## src/rtl/sim_mem_ctl_pkg.sv

```systemverilog
// Shared types for sim_mem_ctl: request command encoding and controller states.
package sim_mem_ctl_pkg;

    typedef enum logic [1:0] {
        CMD_READ  = 2'b00,
        CMD_WRITE = 2'b01,
        CMD_RPW   = 2'b10,
        CMD_RSVD  = 2'b11
    } cmd_t;

    typedef enum logic [2:0] {
        ST_IDLE      = 3'd0,
        ST_READ      = 3'd1,
        ST_WRITE     = 3'd2,
        ST_PAUSE     = 3'd3,
        ST_RPW_WRITE = 3'd4
    } state_t;

    // Commands that perform a memory access when the RPW path is compiled in.
    function automatic logic cmd_is_access(input cmd_t c, input logic rpw_en);
        return (c == CMD_READ) || (c == CMD_WRITE) || (rpw_en && (c == CMD_RPW));
    endfunction

endpackage

```

## src/rtl/sim_mem_ctl.sv

```systemverilog
// Request-stream front end for sim_mem: READ, WRITE and read-pause-write commands.
// Define SIM_MEM_CTL_RPW_EN to compile in the RPW / PAUSE / RPW_WRITE path.
module sim_mem_ctl
    import sim_mem_ctl_pkg::*;
#(
    parameter int SIZE   = 1024,
    parameter int WIDTH  = 36,
    parameter int NBYTES = 3,
    localparam int AW    = $clog2(SIZE)
) (
    input  logic              clk,
    input  logic              rst_n,
    input  logic              req_valid,
    output logic              req_ready,
    input  logic [1:0]        req_cmd,
    input  logic [AW-1:0]     req_addr,
    input  logic [WIDTH-1:0]  req_data,
    input  logic [NBYTES-1:0] req_lanes,
    output logic              rsp_valid,
    output logic [WIDTH-1:0]  rsp_data,
    output logic              rsp_err,
    output logic [AW-1:0]     mem_addr,
    output logic [WIDTH-1:0]  mem_din,
    output logic [NBYTES-1:0] mem_wea,
    input  logic [WIDTH-1:0]  mem_dout,
    output logic              paused
);

    if ((WIDTH % NBYTES) != 0) begin : g_bad_lanes
        $error("sim_mem_ctl: WIDTH must be a multiple of NBYTES");
    end

`ifdef SIM_MEM_CTL_RPW_EN
    localparam logic RPW_EN = 1'b1;
`else
    localparam logic RPW_EN = 1'b0;
`endif

    state_t            r_state;
    logic [AW-1:0]     r_mem_addr;
    logic [WIDTH-1:0]  r_mem_din;
    logic [NBYTES-1:0] r_mem_wea;
    logic              r_rsp_valid;
    logic [WIDTH-1:0]  r_rsp_data;
    logic              r_rsp_err;
    logic              r_err_pend;

    cmd_t w_cmd;
    logic w_acc;
    logic w_addr_ok;
    logic w_cmd_ok;

    assign w_cmd     = cmd_t'(req_cmd);
    assign w_acc     = req_valid && req_ready;
    assign w_addr_ok = (32'(req_addr) < SIZE);
    assign w_cmd_ok  = cmd_is_access(w_cmd, RPW_EN);

`ifdef SIM_MEM_CTL_RPW_EN
    logic r_rpw;
    logic r_paused;
    assign req_ready = (r_state == ST_IDLE) || (r_state == ST_PAUSE);
    assign paused    = r_paused;
`else
    assign req_ready = (r_state == ST_IDLE);
    assign paused    = 1'b0;
`endif

    assign mem_addr  = r_mem_addr;
    assign mem_din   = r_mem_din;
    assign mem_wea   = r_mem_wea;
    assign rsp_valid = r_rsp_valid;
    assign rsp_data  = r_rsp_data;
    assign rsp_err   = r_rsp_err;

    // Every accepted request responds exactly one edge later, so the rejected-request
    // pulse (r_err_pend) can never collide with a read/write completion.
    always_ff @(posedge clk or negedge rst_n) begin
        if (!rst_n) begin
            r_state     <= ST_IDLE;
            r_mem_addr  <= '0;
            r_mem_din   <= '0;
            r_mem_wea   <= '0;
            r_rsp_valid <= 1'b0;
            r_rsp_data  <= '0;
            r_rsp_err   <= 1'b0;
            r_err_pend  <= 1'b0;
`ifdef SIM_MEM_CTL_RPW_EN
            r_rpw       <= 1'b0;
            r_paused    <= 1'b0;
`endif
        end else begin
            r_rsp_valid <= r_err_pend;
            r_rsp_err   <= r_err_pend;
            r_rsp_data  <= '0;
            r_err_pend  <= 1'b0;
            case (r_state)
                ST_IDLE: begin
                    if (w_acc) begin
                        if (!w_cmd_ok || !w_addr_ok) begin
                            r_err_pend <= 1'b1;
                        end else begin
                            r_mem_addr <= req_addr;
                            if (w_cmd == CMD_WRITE) begin
                                r_mem_din <= req_data;
                                r_mem_wea <= req_lanes;
                                r_state   <= ST_WRITE;
                            end else begin
`ifdef SIM_MEM_CTL_RPW_EN
                                r_rpw   <= (w_cmd == CMD_RPW);
`endif
                                r_state <= ST_READ;
                            end
                        end
                    end
                end
                ST_READ: begin
                    r_rsp_valid <= 1'b1;
                    r_rsp_data  <= mem_dout;
`ifdef SIM_MEM_CTL_RPW_EN
                    r_rpw    <= 1'b0;
                    r_paused <= r_rpw;
                    r_state  <= r_rpw ? ST_PAUSE : ST_IDLE;
`else
                    r_state  <= ST_IDLE;
`endif
                end
                ST_WRITE: begin
                    r_mem_din   <= '0;
                    r_mem_wea   <= '0;
                    r_rsp_valid <= 1'b1;
                    r_state     <= ST_IDLE;
                end
`ifdef SIM_MEM_CTL_RPW_EN
                ST_PAUSE: begin
                    // The held read address is the write target; req_addr is ignored.
                    if (w_acc) begin
                        if (w_cmd == CMD_WRITE) begin
                            r_mem_din <= req_data;
                            r_mem_wea <= req_lanes;
                            r_paused  <= 1'b0;
                            r_state   <= ST_RPW_WRITE;
                        end else begin
                            r_err_pend <= 1'b1;
                        end
                    end
                end
                ST_RPW_WRITE: begin
                    r_mem_din   <= '0;
                    r_mem_wea   <= '0;
                    r_rsp_valid <= 1'b1;
                    r_state     <= ST_IDLE;
                end
`endif
                default: r_state <= ST_IDLE;
            endcase
        end
    end

endmodule
```

## config.mk

```make
export PLATFORM = sky130hd
export DESIGN_NAME = sim_mem_ctl
export DESIGN_NICKNAME = d
export VERILOG_FILES = /design/src/rtl/sim_mem_ctl_pkg.sv /design/src/rtl/sim_mem_ctl.sv
export SDC_FILE = /design/constraint.sdc
export NUM_CORES = 1
export LEC_CHECK = 0
export ABC_AREA = 1
export CAP_MARGIN = 40
export CORE_ASPECT_RATIO = 0.6
export CORE_MARGIN = 3
export CORE_UTILIZATION = 43
export CTS_CLUSTER_SIZE = 16
export DETAILED_ROUTE_END_ITERATION = 8
export PLACE_DENSITY_LB_ADDON = 0.08
export SLEW_MARGIN = 5
export SYNTH_ARGS = -nofsm -noshare
export SYNTH_HDL_FRONTEND = slang
export SYNTH_SLANG_ARGS = --single-unit
```

## constraint.sdc

```tcl
create_clock -name clk -period 2.6 [get_ports clk]
set_input_delay 0.26 -clock clk [delete_from_list [all_inputs] [get_ports clk]]
set_output_delay 0.26 -clock clk [all_outputs]
set_load 0.05 [all_outputs]
```

==> flow_summary.ini, run 1 <==
[outcome]
status = finished, final reports clean

[setup_path]
max_stage_delay_ps = 870
startpoint_type = flip-flop
r2r_cells = 6
reg2reg_from = r_state[0]$_DFFE_PN0P_
rr_endpoint = mem_din[12]$_DFFE_PN0P_
crit_chain = inv_1 > ha_1 > clkdlybuf4s50_1
critPathBufInv = 2
r2r_slack_ps = 600
cp_data_required_time_ps = 2340
cp_max_fo = 6
path_class = flip-flop to primary output
endpoint_kind = primary output
cp_slowest_cell = clkdlybuf4s50_1
crit_family = buffers and inverters
critical_path_arrival_ps = 1960
cp_num_cells = 3
startpoint = r_state[0]$_DFFE_PN0P_

[clocking]
cts_made_buffers = 9
clk-insertion-delay-late_ps = 330
cts_tree = built
ctsHtreeMaxLevel = 3
clkTransAtPathRegs_ps = 60
ctsResizeCount = 0
cts_root_buffer = clkbuf_16
cts.sinks = 90
cts_buffer_depth = 2

[synth]
synth.distinct_cells = 16
syn-num-nets = 450
synth-seq-cells = 90
syn_area_mm2 = 0.00350
yosysWarningCount = 0
syn_area_per_cell_um2 = 9.80
ys_seq_area_share_pct = 64.4
syn_inst = 357

[final_layout]
final_cell_mix = clkdlybuf4s50_1, nand2_1, dfrtp_1
layout_commonest_cell = clkdlybuf4s50_1
finalNetCount = 620
multi_input_area_um2 = 935
layout.filler_cells = 544
seqCellArea_mm2 = 0.00225
insertedDiodeCount = 0
drive_above_1_share_pct = 4.71
syn_to_final_growth_pct = 61.0

[timing]
clock_skew_ps = 5.00
fin_crit_sh_pct = 85.2
hold_violations = 0
tns_ps = 0
worst_slack_ps = 384
period_minus_slack_ps = 2220
rsz0062_at_grt = no
maxSlewViolCount = 0
relSlewSlack_pct = 56.7
tightest_slew_ps = 649
max_freq_ghz = 0.451
setup_viol = 0

[grt]
grt_first_pass_wirelength_um = 15100
grt_max_degree = 49
gr-usage-all-layers_pct = 21.7
gr-total-overflow = 0
grt_antenna_before_repair = 0
grt_pass1_vias = 2954

[pwr]
power_density_mw_per_mm2 = 1070
p_clk_share_pct = 20.7
power_frac_comb_pct = 46.7
seqPwrFrac_pct = 32.6
switching_share_pct = 42.7
power_uw = 6030
p_switching_uw = 2580
irDropWorstVdd_mv = 0.711
p_int_uw = 3460
p_leak_uw = 0.00289

[drt]
dr.pass1.iters = 5
drt_iter0_drc = 232
ant_nets = 0
avgViaCountPerCell = 4.89
wl_per_cell_um = 15.4
drc_errors = 0
drt-total-wl_um = 9780
vias = 3102

[flow_run]
maxCapViolCount = 0

[floorplan]
die_area_mm2 = 0.00929
die_w_um = 122
initial_utilization_pct = 46.2
core_mm2 = 0.00757
io_pins = 179
rows = 24
die_y_um = 75.9

[placed_design]
place.gp.congestion = 0.836
pre_cts_ws_ps = 654
io_buffers = 177
dp_hpwl_um = 7000

[hold_path]
worstHoldPathType = flip-flop to flip-flop
worstHoldEndpoint = rsp_err$_DFF_PN0_
hp-start = r_err_pend$_DFF_PN0_
hold_depth = 0
[metal layers]
metal / vias up / track usage (%) / part of all wire [%]
met3: 7 / 8.09 / 10
met4: 0 / 5.58 / 0.64
met1: 1471 / 28.7 / 43
met5: - / 0 / 0
li1: 1479 / - / -
met2: 145 / 34.4 / 46
[through the flow]
| stage | hold WS, ps | cell area (um^2) | utilization (%) | instances |
|---|---|---|---|---|
| 6_report | 365 | 5630 | 74.4 | 635 |
| 3_3_place_gp | 280 | 5330 | 70.5 | 619 |
| 3_5_place_dp | 286 | 5330 | 70.5 | 619 |
| 2_1_floorplan | -35.6 | 3500 | - | 357 |
| 4_1_cts | 367 | 5630 | 74.4 | 635 |
| 5_1_grt | 375 | 5630 | 74.4 | 635 |
[synth_stat cells]
| library cell | n | area (um^2) |
|---|---|---|
| nand3_1 | 41 | 205 |
| nand2_1 | 108 | 405 |
| clkbuf_1 | 9 | 33.8 |
| buf_2 | 14 | 70.1 |
| buf_4 | 1 | 7.51 |
| or2_2 | 1 | 6.26 |
| nand4_1 | 40 | 250 |
| nor2_1 | 1 | 3.75 |
| conb_1 | 1 | 3.75 |
| or2_1 | 1 | 6.26 |
| nor2_4 | 1 | 11.3 |
| o21ai_0 | 1 | 5.00 |
| inv_1 | 41 | 154 |
| buf_6 | 4 | 45.0 |
| ha_1 | 3 | 37.5 |
| dfrtp_1 | 90 | 2250 |
[logic make-up (layout without fill, tap and decap cells)]
group,count (synthesis),count (layout),share of synthesized area (%)
AOI/OAI and AO/OA,1,1,0.143
adders and majority gates,3,3,1.07
and+or+nand+nor,193,193,25.4
buffers and inverters,69,243,8.87
other,1,1,0.107
DFF,90,90,64.4
[power by group through the flow]
stage / Sequential (uW) / Clock (uW) / Combinational [uW]
floorplan: 3250 / 0 / 482
global placement: 1980 / 0 / 2800
detailed placement: 1990 / 0 / 2830
CTS: 1970 / 1270 / 2840
global route: 2010 / 1330 / 2960
finish: 1970 / 1250 / 2820
[final cells by class]
cell class | instances | area share [%]
tap | 104 | 2.31
clock inverter | 3 | 0.711
inverter | 41 | 2.73
sequential | 90 | 40.0
timing repair buffer | 187 | 33.3
clock buffer | 12 | 4.38
multi-input combinational | 198 | 16.6
[what timing repair did]
| item | 4_1_cts | 5_1_grt |
|---|---|---|
| buffers inserted | 0 | 0 |
| hold buffers | 1 | 0 |
| endpoints found under the hold margin | 42 | 0 |
[flip-flops by register name, indices dropped and copies added, names as in the netlist]
register and flops:
mem_din 36, rsp_data 36, mem_addr 10, mem_wea 3, r_state 2, r_err_pend 1, rsp_err 1, rsp_valid 1
[how the worst max path moves through the flow]
stage	to	slack [ps]
finish	req_ready	380
global route	req_ready	290
CTS	req_ready	370
detailed placement	mem_addr[8]$_DFFE_PN0P_	650
global placement	r_state[0]$_DFFE_PN0P_	720
floorplan	mem_addr[0]$_DFFE_PN0P_	830
Power figures use the tool's default switching activity.
==> run 2, diff against run 1 <==
--- a/config.mk
+++ b/config.mk
@@ -7,9 +7,11 @@
 export LEC_CHECK = 0
 export ABC_AREA = 1
 export CAP_MARGIN = 40
+export CELL_PAD_IN_SITES_DETAIL_PLACEMENT = 2
+export CELL_PAD_IN_SITES_GLOBAL_PLACEMENT = 2
 export CORE_ASPECT_RATIO = 0.6
 export CORE_MARGIN = 3
-export CORE_UTILIZATION = 43
+export CORE_UTILIZATION = 24
 export CTS_CLUSTER_SIZE = 16
 export DETAILED_ROUTE_END_ITERATION = 8
 export PLACE_DENSITY_LB_ADDON = 0.08
==> flow_summary.ini, run 2 (same netlist as run 1, synthesis figures left out) <==
[pwr]
irDropWorstVdd_mv = 0.507
p_leak_uw = 0.00288
power_density_mw_per_mm2 = 1070

[placed_design]
dp_hpwl_um = 9440
place.gp.congestion = 0.737
io_buffers = 177
dp_cells = 707

[setup_path]
rr_endpoint = mem_addr[8]$_DFFE_PN0P_
max_stage_delay_ps = 860
cp_num_cells = 3
setup.worst_path.end = req_ready
r2r_cells = 7
r2r_slack_ps = 700
cp_data_required_time_ps = 2340
endpoint_kind = primary output
cp_max_fo = 6
critPathBufInv = 2
startpoint = r_state[0]$_DFFE_PN0P_
path_class = flip-flop to primary output
crit_chain = inv_1 > ha_1 > clkdlybuf4s50_1
reg2reg_from = r_state[0]$_DFFE_PN0P_
crit_family = buffers and inverters
startpoint_type = flip-flop
cp_slowest_cell = clkdlybuf4s50_1
critical_path_arrival_ps = 1950

[floorplan]
io_pins = 179
initial_utilization_pct = 25.1
core_mm2 = 0.0140
die_w_um = 162
die_area_mm2 = 0.0161
die_y_um = 99.5
rows = 33

[timing]
tightest_slew_ps = 569
max_freq_ghz = 0.452
fin_crit_sh_pct = 85.1
maxSlewViolCount = 0
period_minus_slack_ps = 2210
clock_skew_ps = 4.65
hold_violations = 0
tns_ps = 0
relSlewSlack_pct = 62.0
rsz0062_at_grt = no
setup_viol = 0

[clocking]
clk-insertion-delay-late_ps = 330
cts_root_buffer = clkbuf_16
clkTransAtPathRegs_ps = 60
cts_tree = built
cts_buffer_depth = 2
ctsHtreeMaxLevel = 3
post-cts-setup-buffers = 0
cts.sinks = 90
cts_made_buffers = 9

[final_layout]
post_layout_nonfiller_instances = 723
syn_to_final_growth_pct = 64.0
insertedDiodeCount = 0
layout_commonest_cell = clkdlybuf4s50_1
finalNetCount = 620
fin_util_pct = 41.1
drive_above_1_share_pct = 4.90
final_cell_mix = clkdlybuf4s50_1, nand2_1, dfrtp_1

[drt]
drt_iter0_drc = 85
vias = 3191
avgViaCountPerCell = 4.41
drc_errors = 0
wl_per_cell_um = 17.9
drt-total-wl_um = 12900
dr.pass1.iters = 4
ant_nets = 0

[grt]
grt_pass1_vias = 3564
gr-total-overflow = 0
grt_antenna_before_repair = 0
gr-usage-all-layers_pct = 16.4
grt_max_degree = 46
grt_first_pass_wirelength_um = 20400

[outcome]
status = finished, final reports clean

[hold_path]
worstHoldPathType = input port to asynchronous set/reset pin

[flow_run]
maxCapViolCount = 0
-- run 2: timing repair --
action,in CTS,in global routing
hold buffers,1,0
resized for setup,0,0
endpoints found under the hold margin,20,0
-- run 2: worst min path at each step --
stage | slack (ps) | startpoint | depth (start not counted) | to
2_1_floorplan | -40 | rst_n | 0 | mem_addr[0]$_DFFE_PN0P_
3_3_place_gp | 180 | rst_n | 1 | mem_din[6]$_DFFE_PN0P_
3_5_place_dp | 180 | rst_n | 1 | mem_din[6]$_DFFE_PN0P_
4_1_cts | 360 | rst_n | 2 | mem_din[6]$_DFFE_PN0P_
5_1_grt | 380 | rst_n | 2 | mem_din[12]$_DFFE_PN0P_
6_report | 350 | rst_n | 2 | mem_din[6]$_DFFE_PN0P_
-- run 2: metal layers --
metal	GRT usage [%]	part of all wire, %	vias to the layer above
met4	2.95	0.66	0
met3	5.58	6.4	8
met5	0	0	-
li1	-	-	1478
met2	26.2	47	109
met1	21.9	46	1596
-- run 2: area by class of cell --
| class | count | area (um^2) |
|---|---|---|
| timing repair buffer | 187 | 1870 |
| multi-input combinational | 198 | 935 |
| inverter | 41 | 154 |
| fill | 1533 | 8220 |
| clock buffer | 11 | 233 |
| tap | 192 | 240 |
| sequential | 90 | 2250 |
| clock inverter | 4 | 53.8 |
-- run 2: worst register-to-register path, stage by stage (launching register included) --
cell and delay, ps:
dfrtp_1 400, inv_1 100, ha_1 270, nand2_1 140, nor2_4 340, inv_1 320, nand2_1 160, nand2_1 60
-- run 2: where the power goes --
part	internal (uW)	total (uW)	switching (uW)	leakage, uW
combinational	923	2860	1940	0.00157
clock	743	1290	548	0.000132
sequential	1770	1980	217	0.00119
-- run 2: stage by stage --
step / setup WS (ps) / power (uW) / instance area, um^2 / hold WS (ps)
final: 388 / 6140 / 5730 / 355
after global routing: 269 / 6460 / 5730 / 376
after CTS: 360 / 6250 / 5730 / 360
after detailed placement: 633 / 4910 / 5440 / 183
after global placement: 781 / 4830 / 5440 / 181
after floorplan: 834 / 3730 / 3500 / -35.6
